### src/rtl/imem_loader.sv
// rtl/imem_loader.sv - boot-time byte-stream loader for the RV32I instruction memory
module imem_loader #(
   parameter int ADDR_W = 10
) (
   input  logic        clk,
   input  logic        rst,
   input  logic        start,
   input  logic [7:0]  in_data,
   input  logic        in_valid,
   output logic        in_ready,
   output logic        mem_we,
   output logic [31:0] mem_addr,
   output logic [31:0] mem_wdata,
   output logic        core_hold,
   output logic        done,
   output logic        err
);

   typedef enum logic [2:0] {
      S_IDLE, S_LEN0, S_LEN1, S_DATA, S_FLUSH, S_DONE, S_ERROR
   } state_t;

   localparam logic [32:0] CAPACITY = 33'd1 << ADDR_W;

   state_t      state, state_nx;
   logic [15:0] n_words;
   logic [15:0] word_idx;
   logic [1:0]  byte_cnt;
   logic [23:0] word_buf;
   logic        accept;
   logic        word_end;
   logic        last_word;
   logic        too_big;
   logic        empty_img;
   logic        session_start;

   assign accept        = in_valid && in_ready;
   assign word_end      = accept && (state == S_DATA) && (byte_cnt == 2'd3);
   assign last_word     = (word_idx + 16'd1) == n_words;
   assign too_big       = {17'd0, in_data, n_words[7:0]} > CAPACITY;
   assign empty_img     = {in_data, n_words[7:0]} == 16'd0;
   assign session_start = start && (state == S_IDLE || state == S_DONE || state == S_ERROR);

   always_ff @(posedge clk or negedge rst) begin
      if (!rst) state <= S_IDLE;
      else      state <= state_nx;
   end

   always_comb begin
      state_nx  = state;
      in_ready  = 1'b0;
      core_hold = 1'b1;
      done      = 1'b0;
      err       = 1'b0;
      case (state)
         S_IDLE: if (start) state_nx = S_LEN0;
         S_LEN0: begin
            in_ready = 1'b1;
            if (accept) state_nx = S_LEN1;
         end
         S_LEN1: begin
            in_ready = 1'b1;
            if (accept) begin
               if (empty_img)    state_nx = S_DONE;
               else if (too_big) state_nx = S_ERROR;
               else              state_nx = S_DATA;
            end
         end
         S_DATA: begin
            in_ready = 1'b1;
            if (word_end && last_word) state_nx = S_FLUSH;
         end
         S_FLUSH: state_nx = S_DONE;
         S_DONE: begin
            core_hold = 1'b0;
            done      = 1'b1;
            if (start) state_nx = S_LEN0;
         end
         S_ERROR: begin
            err = 1'b1;
            if (start) state_nx = S_LEN0;
         end
         default: state_nx = S_IDLE;
      endcase
   end

   // Write port is registered so the strobe lands the cycle after the 4th byte.
   always_ff @(posedge clk or negedge rst) begin
      if (!rst) begin
         n_words   <= 16'd0;
         word_idx  <= 16'd0;
         byte_cnt  <= 2'd0;
         word_buf  <= 24'd0;
         mem_we    <= 1'b0;
         mem_addr  <= 32'd0;
         mem_wdata <= 32'd0;
      end else begin
         mem_we <= 1'b0;
         if (session_start) begin
            n_words  <= 16'd0;
            word_idx <= 16'd0;
            byte_cnt <= 2'd0;
         end else if (accept) begin
            case (state)
               S_LEN0: n_words[7:0]  <= in_data;
               S_LEN1: n_words[15:8] <= in_data;
               S_DATA: begin
                  byte_cnt <= byte_cnt + 2'd1;
                  case (byte_cnt)
                     2'd0: word_buf[7:0]   <= in_data;
                     2'd1: word_buf[15:8]  <= in_data;
                     2'd2: word_buf[23:16] <= in_data;
                     default: begin
                        mem_we    <= 1'b1;
                        mem_addr  <= {14'd0, word_idx, 2'b00};
                        mem_wdata <= {in_data, word_buf};
                        word_idx  <= word_idx + 16'd1;
                     end
                  endcase
               end
               default: ;
            endcase
         end
      end
   end

endmodule

### config.mk
export PLATFORM = sky130hd
export DESIGN_NAME = imem_loader
export DESIGN_NICKNAME = d
export VERILOG_FILES = /design/src/rtl/imem_loader.sv
export SDC_FILE = /design/constraint.sdc
export NUM_CORES = 1
export LEC_CHECK = 0
export ABC_CLOCK_PERIOD_IN_PS = 2350
export BUFFER_PORTS_ARGS = -buffer_cell sky130_fd_sc_hd__buf_2
export CAP_MARGIN = 10
export CELL_PAD_IN_SITES_DETAIL_PLACEMENT = 1
export CELL_PAD_IN_SITES_GLOBAL_PLACEMENT = 1
export CORE_MARGIN = 1.5
export CORE_UTILIZATION = 44
export CTS_CLUSTER_DIAMETER = 80
export CTS_CLUSTER_SIZE = 14
export DETAILED_ROUTE_END_ITERATION = 16
export HOLD_SLACK_MARGIN = 0.05
export PLACE_DENSITY_LB_ADDON = 0.1
export SLEW_MARGIN = 20
export SYNTH_ARGS = -nofsm -noshare
export SYNTH_HDL_FRONTEND = slang
export SYNTH_SLANG_ARGS = --single-unit
### constraint.sdc
create_clock -name clk -period 2.35 [get_ports clk]
set_input_delay 0.47 -clock clk [delete_from_list [all_inputs] [get_ports clk]]
set_output_delay 0.47 -clock clk [all_outputs]
set_load 0.1 [all_outputs]
# Yosys cells after proc, flatten, opt, wreduce, memory -nomap -nowiden
# Index checks and enable logic that the tools add are counted.
# totals
ff_bits	110
in_bits	12
word_cells	83
output_inout_bits	69
# classes
magnitude_cmp	1
reduce_logical	26
n_addsub	2
n_eq_ne	15
n_bitwise	2
n_mux	26
# op_table
op	n
$mux 16	6
$reduce_and 4->1	5
$mux 3	6
$add 16x1->16 const B	1
$eq 16x16->1	1
$gt 16x11->1 const B	1
$logic_not 16->1	1
$mux 8	2
$pmux 3 s5	1
$eq 3x3->1 const B	3
$reduce_or 3->1	3
$mux 1	8
$reduce_bool 2->1	4
$eq 3x2->1 const B	2
$mux 2	3
$ne 2x1->1 const B	3
$reduce_and 2->1	3
$logic_and 1x1->1	5
$eq 2x2->1 const B	2
$ne 2x2->1 const B	2
$eq 3x1->1 const B	1
$logic_not 3->1	1
$reduce_and 3->1	1
$add 2x1->2 const B	1
4 further kinds	6

# Logic depth before layout (Yosys ltp)
# Gate-level depths: netlist of the first run.
# logic_depth
ltp_word	9
mapped_depth	9
ltp_nobuf	8

# Worst setup path before layout of the first run
# OpenSTA, ideal clock, no wires.
# synth_path
kind	register -> register
startpoint	register state[0]
endpoint	register word_idx[11]
required_ns	2.216
setup_ns	0.134
path_stages_with_launch	8
n_path_buf	1
path_slack_ns	-0.497
period_less_slack_ns	2.847
t_arrival_ns	2.713
path_cell_list	dfrtp_1 -> nand2b_1 -> nor2_1 -> o21a_1 -> nor2_1 -> clkbuf_1 -> o21ai_0 -> o41ai_1
# synth_between
elab_chain_cells	6
word_cells_on_any_way	17
classes_between	eq/ne: 6; mux: 2; reduce/logical: 9
# synth_lines
item	line_no	rtl
start, declared	25	state_t state, state_nx;
start signal, assigned	46	else state <= state_nx;
$eq 3x2->1, or another cell as far along	55, 104	
$reduce_or 3->1 (no source line) or $logic_or 1x1->1 (tied branches)	n/a	
$mux 1 or $logic_or 1x1->1 (tied branches)	55, 42	
$logic_and 1x1->1, on equally long branches	37, 42	
$reduce_bool 2->1 (no source line) or $ne 2x1->1 (tied branches)	n/a	
$reduce_and 3->1 (no source line)	n/a	
end signal, assigned	117	word_idx <= word_idx + 16'd1;
end, declared	27	logic [15:0] word_idx;
# Several ways; a longest one is shown, not always the timed one.
# A chain may end at the register's enable or synchronous reset.

# Final worst setup path of the first run
# layout_path
startpoint	register word_idx[0]
endpoint	register state[1]
# layout_between
elab_chain_cells	5
# layout_lines
item	line_no	rtl
$add 16x1->16	39	assign last_word = (word_idx + 16'd1) == n_words;
$eq 16x16->1	39	
$logic_and 1x1->1	71	if (word_end && last_word) state_nx = S_FLUSH;
$ne 2x1->1 (no source line)	n/a	
$reduce_and 4->1 (no source line)	n/a	
# No other way between the ends.

==> results of run 1 <==
==> worst max-delay path by stage <==
stage	slack (ns)	from	end
floorplan	0.008	state[0]	word_idx[11]
global placement	-0.01	word_idx[1]	state[1]
detailed placement	-0.08	word_idx[1]	state[1]
CTS	-0.03	word_idx[1]	state[1]
global route	-0.11	word_idx[0]	state[1]
finish	0.009	word_idx[0]	state[1]
==> state kept, by name, indices dropped and copies added (netlist names) <==
register   cells
byte_cnt       2
word_idx      16
n_words       16
state          3
word_buf      24
mem_we         1
mem_addr      16
mem_wdata     32
==> area by class of cell <==
cell class / instances / share of cell area
clock buffers: 10 / 0.0387
clock inverters: 6 / 0.00892
inverters: 7 / 0.00487
multi-input cells: 399 / 0.377
flip-flops and latches: 110 / 0.448
well taps: 143 / 0.0290
repair buffers: 95 / 0.0937
==> metrics by stage <==
stage | total power (W) | cell area (µm²) | setup WS (ns)
2_1_floorplan | 0.00452 | 5290 | 0.00837
3_3_place_gp | 0.00499 | 5770 | -0.0115
3_5_place_dp | 0.00507 | 5770 | -0.0768
4_1_cts | 0.00662 | 6100 | -0.0280
5_1_grt | 0.00691 | 6170 | -0.108
6_report | 0.00658 | 6170 | 0.00943
==> worst max-delay path, cell delays in order, from the launching register on <==
cell                      delay (ns)
sky130_fd_sc_hd__dfrtp_1        0.39
sky130_fd_sc_hd__buf_4          0.14
sky130_fd_sc_hd__ha_2           0.19
sky130_fd_sc_hd__and3_2         0.21
sky130_fd_sc_hd__nand3_2        0.12
sky130_fd_sc_hd__xor2_1         0.18
sky130_fd_sc_hd__o22ai_1        0.13
sky130_fd_sc_hd__nor4_2         0.29
sky130_fd_sc_hd__nand4_1        0.24
sky130_fd_sc_hd__a211o_1        0.35
==> power groups by stage <==
| stage | clock network, W | logic, W | registers (W) |
|---|---|---|---|
| 2_1_floorplan | 0 | 0.00127 | 0.00325 |
| 3_3_place_gp | 0 | 0.00236 | 0.00264 |
| 3_5_place_dp | 0 | 0.00241 | 0.00267 |
| 4_1_cts | 0.00155 | 0.00243 | 0.00264 |
| 5_1_grt | 0.00161 | 0.00260 | 0.00270 |
| 6_report | 0.00151 | 0.00242 | 0.00265 |
==> cell usage after synthesis (all sizes together) (2+ instances only) <==
cell and number:
a211o 2, nor3 5, xnor2 13, o41ai 4, mux2 25, buf 30
nor4 7, o21bai 2, nand2b 5, nand4 6, a21oi 15, o22a 3
nand2 163, ha 6, nand3 11, o21ai 31, and3 6, inv 7
nor2 28, xor2 5, a22o 16, o31ai 5, clkbuf 11, and2 2
a31oi 2, o21a 2, or3 2, dfrtp 110
==> per-layer routing <==
metal	up-vias	GRT usage
met2	74	0.428
met3	10	0.0550
met1	2160	0.303
li1	1963	-
met5	-	0
met4	0	0.0447
==> logic make-up (layout without fill, tap and decap cells) <==
| group | Yosys count | after routing | synth area share |
|---|---|---|---|
| AOI/OAI and AO/OA | 91 | 91 | 0.117 |
| xor gates and xnor gates | 18 | 18 | 0.0316 |
| adders and majority gates | 7 | 7 | 0.0163 |
| buffers and inverters | 48 | 118 | 0.0496 |
| DFF | 110 | 110 | 0.527 |
| muxes | 26 | 26 | 0.0558 |
| other | 1 | 16 | 0.000718 |
| and+or+nand+nor | 241 | 241 | 0.202 |
==> repair_timing <==
item                       4_1_cts  5_1_grt
gates resized for setup          7       16
gates cloned                     0        0
pin swaps                        2        8
setup buffers                    1        3
setup endpoints to repair        9        9
==> run summary, run 1 <==
The total via count in the routed design was 4207. Endpoint required time on the critical path: 2.59 ns. Subtracting the final worst setup slack from the clock period gives 2.34 ns. The clock latency at the later pin of the worst-skew pair was 0.36 ns; the leakage power was 3.16 nW.

The fraction of synthesized cell area taken by the top area cell type was 0.527; the total track usage was 0.240. The core region is 0.0115 mm². The area growth from synthesis to layout is 18.1%.

The worst setup path is captured at a flop. Counting flops with a built-in enable in the synthesized netlist gives 0. Setup repair after global routing could not meet its margin everywhere.

The fraction of registers with async set or reset after synthesis came out at 1.00. The tree is rooted in a sky130_fd_sc_hd__clkbuf_16. The wire length on met3 came out at 515 µm. Hold timing on the final database bottoms out at a slack of 0.107 ns. 81 I/O pins were placed. The tightest min-delay check is of the primary input to asynchronous set/reset pin type.

The maximum count of clock buffers along a single path came out at 2. The kind of critical path was flop to flop. Sorting the synthesized cells by area gives the leading types as sky130_fd_sc_hd__dfrtp_1 (53%), sky130_fd_sc_hd__nand2_1 (12%), sky130_fd_sc_hd__mux2_2 (5.2%), sky130_fd_sc_hd__o21ai_0 (3.0%), sky130_fd_sc_hd__buf_4 (2.7%). For this run, the top clock speed supported by timing is 427 MHz. Between clock sinks in the finished design, the worst skew comes to 0.00810 ns. The logs give 4526 for the via count of the first global-routing pass and 12 for the iteration count of the initial detailed-routing pass.

The net switching component of the power is 0.00280 W, and the slew at the pin with the worst max-slew slack is 0.647 ns. The run gives 0.536 as the utilization after layout. The library cell used most frequently in the layout, excluding fill and tap cells, is sky130_fd_sc_hd__nand2_1. The flow ran to the end, but the final reports show violations. For this run the aggregate overflow at the end of global routing stands at 0. Synthesis inferred 110 register bits. The clock network fraction of design power is 0.230, and the final routed wirelength across all metal layers is 14.2 mm. The tool flagged a number of max-cap violations equal to 0. The total internal power is 0.00378 W, and the share of final-layout standard cells stronger than drive strength 1 is 0.268.

At the worst endpoint, the arrival time is 2.58 ns. The count of endpoints failing hold in the final timing report is 0, and the power density normalized to cell area is 1070 mW/mm². Portion of the post-synthesis area used by sequential elements: 0.527. Most frequently used flop master after synthesis: sky130_fd_sc_hd__dfrtp_1. Clock-pin slew was measured on the worst setup and hold paths at 0.07 ns. Across the VDD grid, the largest voltage drop is 0.705 mV. The largest fanout of any net on the critical path is 4.

The tools report the placed wire-length estimate after detailed placement as 9.75 mm. The logs give 23.6 mm for the first-pass GRT wire length and 6.41 mm for the met1 wire length. For the number of clock buffers inserted by TritonCTS, the log shows 9.

The floorplan has 39 rows. The global placer's final weighted congestion came out at 0.877. The tools report the pin count of the biggest net entering global routing as 56. The post-synthesis cell type count is 57, and the path depth of the worst reg2reg path is 9.

The logs give 770 for the final cell count without fillers and 0.00522 mm² for the summed instance area of the synthesized netlist. 0 antenna diodes ended up in the layout. The run gives 110 as the sink count of the clock tree. The endpoint identified for the worst register-to-register timing path is state[1]. Fill cells in the final layout number 1334. In the final routed layout, each cell accounts on average for 18.4 µm.

For this run, the post-layout net count is 640. Launching point of the worst reg2reg path: word_idx[0]. The run gives 0 as the number of antenna violations at the first check in global routing.

The post-route clock period utilization works out to 0.996. The via count normalized by instance count was 5.46. The height of the die was 112 µm; the share of total power consumed by net switching was 0.425. The multi-input logic area was 0.00232 mm²; the area enclosed by the die boundary was 0.0125 mm².

In the routed design, unresolved DRC markers number 8. Total of buffers placed on input and output ports: 64. The starting density of the core is 0.453. In the layout the commonest cells are sky130_fd_sc_hd__nand2_1 (161), sky130_fd_sc_hd__dfrtp_1 (101), sky130_fd_sc_hd__buf_2 (62), sky130_fd_sc_hd__o21ai_0 (31), sky130_fd_sc_hd__buf_4 (30).

The first-iteration detailed-routing DRC count is 187, and the width of the die is 112 µm. During synthesis, Yosys emitted a total of 0 warnings. The largest total area in the synthesized netlist belongs to sky130_fd_sc_hd__dfrtp_1.

The run gives 0.402 as the proportion of power drawn by flip-flops and latches. The worst setup path is launched from a flop. The total negative slack was 0 ns. The post-cts hold buffer count was 0.

Counting tap cells, the placed design contains a total of 750 instances. H-tree depth: 3. The tools report the number of setup violations in the final report as 0.

TritonCTS built the clock tree. For the logic gate share of total power, the log shows 0.368. The slack of the worst reg-to-reg path came out at 0.009 ns. The count of final max-slew check failures was 0. The final reports fail on DRC. The relative max-transition margin was 0.567; the total length of routed met2 wires was 7.17 mm.

The run gives 0.00276 mm² as the area taken by flip-flops and latches. The average instance area after synthesis came out at 9.64 µm². The highest layer touched by signal routing is met4.

The tools report the gate count after technology mapping as 542. The count of nets left with antenna violations once routing finished came out at 0.
Note: power is estimated with default switching activity, not from simulation.
==> run 2: changes to the inputs <==
--- a/config.mk
+++ b/config.mk
@@ -8,15 +8,13 @@
 export ABC_CLOCK_PERIOD_IN_PS = 2350
 export BUFFER_PORTS_ARGS = -buffer_cell sky130_fd_sc_hd__buf_2
 export CAP_MARGIN = 10
-export CELL_PAD_IN_SITES_DETAIL_PLACEMENT = 1
-export CELL_PAD_IN_SITES_GLOBAL_PLACEMENT = 1
 export CORE_MARGIN = 1.5
-export CORE_UTILIZATION = 44
+export CORE_UTILIZATION = 57
 export CTS_CLUSTER_DIAMETER = 80
 export CTS_CLUSTER_SIZE = 14
 export DETAILED_ROUTE_END_ITERATION = 16
 export HOLD_SLACK_MARGIN = 0.05
-export PLACE_DENSITY_LB_ADDON = 0.1
+export PLACE_DENSITY = 0.8
 export SLEW_MARGIN = 20
 export SYNTH_ARGS = -nofsm -noshare
 export SYNTH_HDL_FRONTEND = slang
==> run summary, run 2 (synthesis gave the netlist of run 1 again) <==
The flow ran to the end, and the final reports show no timing, DRC or antenna violations. The arrival time at the worst endpoint is 2.60 ns (+0.02 ns). The utilization after layout came out at 0.687 (+0.151).

The worst setup path is launched from a flop. The starting density of the core is 0.593 (+0.140). The multi-input logic area was 0.00238 mm² (+2.6%). Leaving out fill and tap cells, the most frequent cell in the layout is sky130_fd_sc_hd__nand2_1. The path depth of the worst reg2reg path came out at 7 (-2). The post-route minimum period came out at 2.31 ns (-0.0306 ns). TritonCTS built the clock tree. In this run the critical register-to-register path is launched from word_idx[6]. The average wire length per cell after detail routing was 17.1 µm (-7.1%); the endpoint required time on the critical path was 2.64 ns (+0.05 ns). The post-route clock period utilization is 0.983 (-0.0130). The number of cell rows was 34 (-13%). The kind of critical path was flop to flop. Total negative slack: 0 ns (unchanged).

The share of total power consumed by net switching is 0.449 (+0.0234), and the total number of nets in the final design is 631 (-1.4%). The area taken by flip-flops and latches was 0.00276 mm² (-0.18%). The kind of capture point of the worst setup path is a flop.

The total via count in the routed design came out at 4215 (+0.19%). For the sink count of the clock tree, the log shows 110 (unchanged). The logs give 0 (unchanged) for the remaining antenna violation count and 81 (unchanged) for the boundary pin count.

For the number of filler cells placed in the layout, the log shows 700 (-48%). The clock network fraction of design power came out at 0.191 (-0.039). The number of DRC violations after detailed routing was 0 (-8). The worst register-to-register path ends at state[1]. Counting flops per register, the top entry is mem_wdata. Slack of the worst reg-to-reg path: 0.04 ns (+0.03 ns).

For the H-tree depth, the log shows 3 (unchanged). The worst hold path belongs to the class primary input to asynchronous set/reset pin. The number of antenna violations at the first check in global routing is 0 (unchanged), and the antenna diode instance count is 0 (unchanged). Via count of the first global-routing pass: 4067 (-10%). The largest fanout of any net on the critical path is 7 (+3), and the iteration count of the initial detailed-routing pass is 7 (-5).

The run gives 0.0147 ns (+0.00662 ns) as the setup clock skew after layout. The buffers plus inverters on the worst setup path was 0 (-1); the count of final max-slew check failures was 0 (unchanged). For the maximum count of clock buffers along a single path, the log shows 2 (unchanged).

Area enclosed by the die boundary: 0.00975 mm² (-22%). The logic gate share of total power was 0.388 (+0.020); the via count normalized by instance count was 5.81 (+6.3%). The leakage power was 3.11 nW (-1.6%); the delay contributed by the slowest stage of the critical path was 0.62 ns (+0.23 ns). For the number of setup violations in the final report, the log shows 0 (unchanged). The number of flip-flops in the largest register is 32 (unchanged), and the maximum operating frequency is 433 MHz (+1.3%). Width of the die: 98.7 µm (-12%). Slew at the pin with the worst max-slew slack: 0.640 ns (-0.00736 ns).

The max-capacitance violation count was 0 (unchanged); the pre-CTS setup slack was 0.0474 ns (+0.124 ns). The total track usage came out at 0.265 (+0.0252). Among cell families on the critical path, the largest total delay comes from simple AND/OR/NAND/NOR gates. Total design power: 0.00629 W (-4.4%).

The tools report the relative max-transition margin as 0.573 (+0.00604). The library cells used most frequently in the layout, excluding fill and tap cells, are sky130_fd_sc_hd__nand2_1 (161), sky130_fd_sc_hd__dfrtp_1 (105), sky130_fd_sc_hd__buf_2 (62), sky130_fd_sc_hd__o21ai_0 (31), sky130_fd_sc_hd__mux2_2 (24). The tools report the proportion of power drawn by flip-flops and latches as 0.421 (+0.019). The total of buffers placed on input and output ports is 64 (unchanged).

The largest registers in the layout are mem_wdata (32), word_buf (24). The first-pass GRT wire length was 20.3 mm (-14%); the total grt overflow was 0 (unchanged). The logs give 202 (+8.0%) for the first-iteration detailed-routing DRC count and 70 (+25%) for the pin count of the biggest net entering global routing.

The critical path goes through nand3_2 -> or4_4 -> xnor2_2 -> a21oi_2 -> a21oi_2 -> nand4_1 -> a211o_1. Share of final-layout standard cells stronger than drive strength 1: 0.265 (-0.00257). Cell repeated most along the worst path: sky130_fd_sc_hd__a21oi_2. The final routed wirelength across all metal layers is 12.4 mm (-12%), and the setup slack after layout is 0.0400 ns (+0.0306 ns). The slowest stage of the critical path belongs to the cell sky130_fd_sc_hd__or4_4. The global placer's final weighted congestion was 0.920 (+4.9%). The placed wire-length estimate after detailed placement was 8.25 mm (-15%). Clock latency at the later pin of the worst-skew pair: 0.39 ns (+0.03 ns). The height of the die was 98.7 µm (-12%); the power density normalized to cell area was 1040 mW/mm² (-2.5%). The total internal power is 0.00347 W (-8.3%), and the core outline area is 0.00881 mm² (-24%).

The number of clock buffers inserted by TritonCTS was 9 (unchanged). The clock slew seen by the registers of the worst setup and hold paths was 0.13 ns (+0.06 ns); the maximum vdd ir drop was 1.21 mV (+72%). Relative to the synthesized area, the layout overhead comes to 15.8%.

The count of endpoints failing hold in the final timing report came out at 0 (unchanged). The net switching component of the power came out at 0.00282 W (+0.87%). The tools report the clock root buffer as sky130_fd_sc_hd__clkbuf_8.
## run 2: cell types whose count changed in the layout (fill, tap and decap cells not counted), moves of 2 or more
cell                        delta
sky130_fd_sc_hd__buf_4        -10
sky130_fd_sc_hd__clkbuf_16     -9
sky130_fd_sc_hd__clkbuf_8      +8
sky130_fd_sc_hd__dfrtp_1       +4
sky130_fd_sc_hd__dfrtp_2       -4
sky130_fd_sc_hd__xnor2_1       -4
sky130_fd_sc_hd__xnor2_2       +4
sky130_fd_sc_hd__clkinv_8      +2
## run 2: repair_timing
action | CTS | global route
endpoints found under the setup margin | 1 | 17
gates cloned | 0 | 0
resized for setup | 1 | 27
buffers inserted | 0 | 4
hold buffers | 0 | 0
pin swaps | 0 | 7
## run 2: metal layers
layer	GRT usage	share of wire
met5	0	0
met4	0.0923	0.025
met3	0.0532	0.061
met2	0.434	0.49
met1	0.357	0.42
## run 2: final cells by class
cell class | count | area share
repair buffers | 86 | 0.0865
well taps | 108 | 0.0223
multi-input cells | 399 | 0.394
clock buffers | 9 | 0.0205
flip-flops and latches | 110 | 0.456
inverters | 7 | 0.00496
clock inverters | 7 | 0.0155
## run 2: worst reg2reg max path, stage by stage (launching register included)
cell and delay [ns]:
sky130_fd_sc_hd__dfrtp_1 0.50, sky130_fd_sc_hd__nand3_2 0.21, sky130_fd_sc_hd__or4_4 0.62, sky130_fd_sc_hd__xnor2_2 0.17, sky130_fd_sc_hd__a21oi_2 0.09, sky130_fd_sc_hd__a21oi_2 0.11, sky130_fd_sc_hd__nand4_1 0.20, sky130_fd_sc_hd__a211o_1 0.34
## run 2: how the worst max path moves through the flow
| stage | start | to | slack [ns] | cells after the start |
|---|---|---|---|---|
| floorplan | state[0] | word_idx[11] | 0.008 | 7 |
| global placement | word_idx[8] | state[1] | 0.11 | 7 |
| detailed placement | in_valid | word_idx[5] | 0.05 | 9 |
| CTS | state[2] | word_idx[5] | 0.02 | 8 |
| global route | word_idx[0] | state[1] | -0.03 | 8 |
| finish | word_idx[6] | state[1] | 0.04 | 7 |
## run 2: stage by stage
stage          instances  cell area [µm²]  hold slack [ns]
2_1_floorplan        557             5290            0.174
3_3_place_gp         706             5680            0.442
3_5_place_dp         706             5680            0.449
4_1_cts              722             5900           0.0740
5_1_grt              726             6050           0.0937
6_report             726             6050           0.0672
## run 2: power by group through the flow
stage,clock network (W),logic [W],registers (W)
2_1_floorplan,0,0.00127,0.00325
3_3_place_gp,0,0.00232,0.00263
3_5_place_dp,0,0.00238,0.00266
4_1_cts,0.00122,0.00240,0.00263
5_1_grt,0.00128,0.00261,0.00270
6_report,0.00120,0.00244,0.00265
